$ cat src/rtl/mult_div_ctrl.sv
// Iterative 32-bit multiply/divide unit with HI/LO result registers.
// Divider datapath present only when MULT_DIV_DIVIDE_EN is defined.
module mult_div_ctrl #(
  parameter int WIDTH = 32
) (
  input  logic             CLK,
  input  logic             Reset_L,
  input  logic             Start,
  input  logic [2:0]       Op,
  input  logic [WIDTH-1:0] A,
  input  logic [WIDTH-1:0] B,
  output logic             Busy,
  output logic             Done,
  output logic             DivByZero,
  output logic [WIDTH-1:0] HI,
  output logic [WIDTH-1:0] LO
);

  localparam int CW = $clog2(WIDTH);
  localparam logic [2:0] OP_MULT  = 3'b000;
  localparam logic [2:0] OP_MULTU = 3'b001;
  localparam logic [2:0] OP_MTHI  = 3'b100;
  localparam logic [2:0] OP_MTLO  = 3'b101;
`ifdef MULT_DIV_DIVIDE_EN
  localparam logic [2:0] OP_DIV   = 3'b010;
  localparam logic [2:0] OP_DIVU  = 3'b011;
`endif

  typedef enum logic [2:0] {IDLE, PREP, CALC, FIXUP, DONE} state_t;

  state_t             state;
  logic [CW-1:0]      count;
  logic [WIDTH-1:0]   a_reg;
  logic [WIDTH-1:0]   b_reg;
  logic [2*WIDTH-1:0] prod;
  logic               neg_a;
  logic               neg_b;
  logic               div_op;

  logic               idle;
  logic               start_mul;
  logic               start_div;
  logic               signed_req;
  logic [WIDTH-1:0]   mag_a;
  logic [WIDTH-1:0]   mag_b;
  logic [WIDTH:0]     mul_sum;
  logic [2*WIDTH-1:0] mul_next;
  logic [2*WIDTH-1:0] mul_fix;
  logic [2*WIDTH-1:0] step_next;
  logic [2*WIDTH-1:0] fix_result;

  assign idle      = (state == IDLE) || (state == DONE);
  assign start_mul = Start && idle && ((Op == OP_MULT) || (Op == OP_MULTU));

`ifdef MULT_DIV_DIVIDE_EN
  assign start_div  = Start && idle && ((Op == OP_DIV) || (Op == OP_DIVU));
  assign signed_req = (Op == OP_MULT) || (Op == OP_DIV);
`else
  assign start_div  = 1'b0;
  assign signed_req = (Op == OP_MULT);
`endif

  // Sign flags are captured at accept; magnitudes are formed here in PREP.
  assign mag_a = neg_a ? -a_reg : a_reg;
  assign mag_b = neg_b ? -b_reg : b_reg;

  // Shift-add: upper half accumulates, multiplier bits retire from the bottom.
  assign mul_sum  = {1'b0, prod[2*WIDTH-1:WIDTH]} + (prod[0] ? {1'b0, a_reg} : '0);
  assign mul_next = {mul_sum, prod[WIDTH-1:1]};
  assign mul_fix  = (neg_a ^ neg_b) ? -prod : prod;

`ifdef MULT_DIV_DIVIDE_EN
  logic [WIDTH:0]     rem_shift;
  logic [WIDTH:0]     rem_diff;
  logic [2*WIDTH-1:0] div_next;
  logic [WIDTH-1:0]   quo_fix;
  logic [WIDTH-1:0]   rem_fix;

  // Restoring step: remainder in upper half, dividend shifts out as quotient shifts in.
  assign rem_shift = {prod[2*WIDTH-1:WIDTH], prod[WIDTH-1]};
  assign rem_diff  = rem_shift - {1'b0, b_reg};
  assign div_next  = rem_diff[WIDTH] ? {rem_shift[WIDTH-1:0], prod[WIDTH-2:0], 1'b0}
                                     : {rem_diff[WIDTH-1:0],  prod[WIDTH-2:0], 1'b1};
  assign quo_fix   = (neg_a ^ neg_b) ? -prod[WIDTH-1:0] : prod[WIDTH-1:0];
  assign rem_fix   = neg_a ? -prod[2*WIDTH-1:WIDTH] : prod[2*WIDTH-1:WIDTH];

  assign step_next  = div_op ? div_next : mul_next;
  assign fix_result = div_op ? {rem_fix, quo_fix} : mul_fix;
`else
  assign step_next  = mul_next;
  assign fix_result = mul_fix;
  assign DivByZero  = 1'b0;
`endif

  always_ff @(posedge CLK or negedge Reset_L) begin
    if (!Reset_L) begin
      state  <= IDLE;
      count  <= '0;
      a_reg  <= '0;
      b_reg  <= '0;
      prod   <= '0;
      neg_a  <= 1'b0;
      neg_b  <= 1'b0;
      div_op <= 1'b0;
      HI     <= '0;
      LO     <= '0;
      Busy   <= 1'b0;
      Done   <= 1'b0;
`ifdef MULT_DIV_DIVIDE_EN
      DivByZero <= 1'b0;
`endif
    end else begin
      Done <= 1'b0;
`ifdef MULT_DIV_DIVIDE_EN
      DivByZero <= 1'b0;
`endif
      case (state)
        IDLE, DONE: begin
          state <= IDLE;
          if (start_mul || start_div) begin
            a_reg  <= A;
            b_reg  <= B;
            neg_a  <= signed_req && A[WIDTH-1];
            neg_b  <= signed_req && B[WIDTH-1];
            div_op <= start_div;
            Busy   <= 1'b1;
            state  <= PREP;
          end else if (Start && (Op == OP_MTHI)) begin
            HI <= A;
          end else if (Start && (Op == OP_MTLO)) begin
            LO <= A;
          end
        end
        PREP: begin
          a_reg <= mag_a;
          b_reg <= mag_b;
          if (div_op && (b_reg == '0)) begin
            Busy  <= 1'b0;
            Done  <= 1'b1;
`ifdef MULT_DIV_DIVIDE_EN
            DivByZero <= 1'b1;
`endif
            state <= DONE;
          end else begin
            count <= CW'(WIDTH - 1);
            prod  <= div_op ? {{WIDTH{1'b0}}, mag_a} : {{WIDTH{1'b0}}, mag_b};
            state <= CALC;
          end
        end
        CALC: begin
          prod  <= step_next;
          count <= count - 1'b1;
          if (count == '0) begin
            state <= FIXUP;
          end
        end
        FIXUP: begin
          HI    <= fix_result[2*WIDTH-1:WIDTH];
          LO    <= fix_result[WIDTH-1:0];
          Busy  <= 1'b0;
          Done  <= 1'b1;
          state <= DONE;
        end
        default: state <= IDLE;
      endcase
    end
  end

endmodule
$ cat config.mk
export PLATFORM = sky130hd
export DESIGN_NAME = mult_div_ctrl
export DESIGN_NICKNAME = d
export VERILOG_FILES = /design/src/rtl/mult_div_ctrl.sv
export SDC_FILE = /design/constraint.sdc
export NUM_CORES = 1
export LEC_CHECK = 0
export ABC_AREA = 1
export CORE_MARGIN = 5
export CORE_UTILIZATION = 50
export DETAILED_ROUTE_END_ITERATION = 6
export GPL_TIMING_DRIVEN = 1
export PLACE_DENSITY_LB_ADDON = 0.25
export SLEW_MARGIN = 10
export SYNTH_ARGS = -nofsm -noshare
export SYNTH_HDL_FRONTEND = slang
export SYNTH_SLANG_ARGS = --single-unit
$ cat constraint.sdc
create_clock -name CLK -period 5.1 [get_ports CLK]
set_input_delay 0.765 -clock CLK [delete_from_list [all_inputs] [get_ports CLK]]
set_output_delay 0.765 -clock CLK [all_outputs]
set_load 0.02 [all_outputs]
==> key figures <==
Synth
  • Syn Area/Cell: ~6.4 um^2
  • Post-synth EDFFs: 0
  • Syn Nets: 2410
  • Cell variety after synth: 44
  • Area of the mapped netlist: 14800 um^2
  • Fraction of registers with async set/reset: between 90% and 100%
  • Register bit total from synthesis: between 200 and 250
  • Register area share after synthesis: 34.6%
  • Ys flop type: dfrtp_1
  • Synth warn: 0
  • Post-Syn Instances: 2302

Routing
  • Total Routed Length: 58800 um
  • DR vias/cell: approximately 5.8
  • Remaining antenna violation count after routing: 0
  • Initial detailed-routing violation count: 1693
  • 1st-pass router iterations: 5
  • DRC: 0
  • Via Count: about 16k
  • Drt wl/cell: ~21 um

Cells and area
  • Register Area: 5100 um^2
  • Fillcell total: 2871
  • Reg with most FFs: prod
  • Post-layout net count: 2511
  • Antenna diodes: 0
  • Ratio of cells with drive above 1 in the final layout: 3.55%
  • Post-Route Utilization: between 50 and 60%
  • Synth-to-Final Area Change: 17.0%
  • Area of the multi-input gates: 8220 um^2
  • Number of flip-flops in the largest register: 64

Power
  • Pwr dens: 703 nW/um^2
  • Final Power: 12200 uW
  • Leakage: 0.00805 uW
  • Peak supply drop: between 0.5 and 0.6 mV

Critical path
  • Worst setup path class: primary input to flip-flop
  • FF-to-FF path depth: 13
  • Cells along the critical path: clkdlybuf4s50_1 > inv_1 > nor2_1 > nand2_2 > inv_2 > nor2_4 > inv_2 > o21ai_4 > inv_4 > o21ai_0 > nand2_1 > nand2_1 > inv_1
  • Critical R2R Capture: a_reg[23]
  • Worst path arrival time: 3.84 ns
  • Setup crit start: Start
  • Crit-path leading delay family: buffers and inverters
  • Startpoint Class: primary input
  • Largest fanout on the critical path: 35
  • Crit-path slowest cell: clkdlybuf4s50_1
  • Critical Path Max Stage Delay: 0.45 ns
  • Required @ worst endpoint: around 5.6 ns
  • Crit. End Element: flip-flop
  • Buf/Inv on CP: 6
  • Crit Reg-Reg Startpoint: state[1]
  • Reg-to-reg slack, setup: 1.80 ns

Floorplan
  • Die Ht: between 150 and 200 um
  • Core box area: 29400 um^2
  • I/O Pins: approximately 140
  • Chip width: ~180 um
  • Die area: 33100 um^2
  • Row count: 63
  • Starting Density: 50.2%

STA
  • Tightest Pin Transition: 1.22 ns
  • Setup TNS: 0 ns
  • Min Tclk post-route: 3.35 ns
  • Fin crit share: 65.8%
  • Slew margin rel.: between 10% and 20%
  • Worst clock skew: roughly 0.021 ns
  • Max-slew violations: 0
  • RSZ-0062 raised after global routing: no
  • Final Setup Violations: 0
  • Max Fclk: 298 MHz
  • Worst Slack Setup Final: 1.75 ns
  • Endpoints failing hold: 0

Clocking
  • Post-CTS Hold Fix Bufs: 0
  • Root buffer cell: clkbuf_16
  • Clk sinks: 204
  • Clk buf depth: 3
  • CTS tree: yes
  • H-tree lvl count: 1
  • Resized Gates After CTS: 0
  • CTS Buf Count: 25
  • Worst-Skew Late Latency: 0.56 ns
  • Worst-path clk slew: around 0.060 ns
  • Post-CTS Setup Bufs: 0

Global routing
  • Initial antenna violation count: 0
  • First-pass GRT wire length: 90400 um
  • GR Overflow Total: 0
  • Vias in the first global route: 16.0k
  • Largest net degree at the start of global routing: 123
  • Gr usage total: 34.7%

Placement
  • HPWL after detailed placement: 45400 um
  • Dpl ws: 1.23 ns
  • Port Buf Inserts: 135
  • Routability cong.: between 1 and 1.5

Hold path
  • Hold crit path type: primary input to asynchronous set/reset pin

Outcome
  • Status: complete, no violations

Flow run
  • Max_cap viols: 0
-- stage by stage --
step / hold slack [ns] / cell area [um^2] / std cells
5_1_grt: 0.291 / 17300 / 2812
2_1_floorplan: 0.446 / 14800 / 2302
3_5_place_dp: 0.468 / 16400 / 2766
6_report: 0.216 / 17300 / 2812
4_1_cts: 0.257 / 17300 / 2812
3_3_place_gp: 0.469 / 16400 / 2766
-- layer usage --
metal  up-vias  track usage, %  routed length [um]
met4         0            22.4                4670
met2       796            57.0               27400
met3       211            4.47                3720
met1      7682            42.9               23000
li1       7743               -                   -
met5         -               0                   0
-- layout by cell type (no fill, tap or decap), types with 3 or more instances in the layout --
| cell | n |
|---|---|
| nand2_1 | 553 |
| nor2_1 | 381 |
| inv_1 | 283 |
| nand3_1 | 215 |
| dfrtp_1 | 204 |
| o21ai_0 | 163 |
| a21oi_1 | 162 |
| clkdlybuf4s50_1 | 134 |
| ha_1 | 37 |
| o211ai_1 | 30 |
| nand4_1 | 30 |
| o221ai_1 | 26 |
| clkbuf_16 | 25 |
| nor3_1 | 23 |
| o21ai_1 | 20 |
| a22oi_1 | 16 |
| buf_4 | 14 |
| xor2_1 | 13 |
| nand3b_1 | 11 |
| a31oi_1 | 11 |
| inv_2 | 9 |
| o22ai_1 | 7 |
| clkinvlp_4 | 6 |
| or2_2 | 4 |
| clkbuf_8 | 4 |
| and2_1 | 3 |
| xnor2_1 | 3 |
| bufinv_16 | 3 |
| clkinv_2 | 3 |
| clkinv_4 | 3 |
-- power by group --
group / internal [uW] / switching, uW
clock: 1110 / 793
combinational: 2260 / 4810
sequential: 2390 / 806
total: 5750 / 6410
-- worst max path at each step --
stage | depth (start not counted) | slack [ns] | end
global route | 11 | 1.44 | a_reg[14]
finish | 13 | 1.75 | a_reg[23]
detailed placement | 11 | 1.23 | a_reg[14]
floorplan | 17 | 2.62 | prod[49]
global placement | 13 | 1.28 | a_reg[23]
CTS | 13 | 1.79 | a_reg[23]
-- cell type report --
cell class / count / area share [%]
Multi-Input combinational cell: 1728 / 47.6
Sequential cell: 204 / 29.5
Timing Repair Buffer: 151 / 8.68
Inverter: 293 / 6.38
Clock buffer: 30 / 3.90
Tap cell: 390 / 2.82
Clock inverter: 16 / 1.14
-- Yosys cell counts (13+ instances only) --
cell      instances  area, um^2
o221ai_1         26         228
nand3_1         215        1080
clkbuf_1         37         139
a22oi_1          16         120
xor2_1           13         114
ha_1             37         463
nor3_1           23         115
dfrtp_1         204        5100
a21oi_1         162         811
inv_1           283        1060
o21ai_1          20         100
nor2_1          382        1430
nand2_1         553        2080
o211ai_1         30         225
o21ai_0         163         816
buf_2            27         135
nand4_1          30         188
-- kinds of logic (layout without fill, tap and decap cells) --
| kind of cell | after synthesis | count (layout) | share of synthesized area [%] |
|---|---|---|---|
| AOI/OAI and AO/OA | 444 | 444 | 16.9 |
| xor gates and xnor gates | 16 | 16 | 0.949 |
| adders and majority gates | 38 | 38 | 3.27 |
| buffers and inverters | 370 | 490 | 9.85 |
| DFF | 204 | 204 | 34.6 |
| other | 1 | 1 | 0.0254 |
| and+or+nand+nor | 1229 | 1229 | 34.5 |
(Power assumes the default switching activity.)
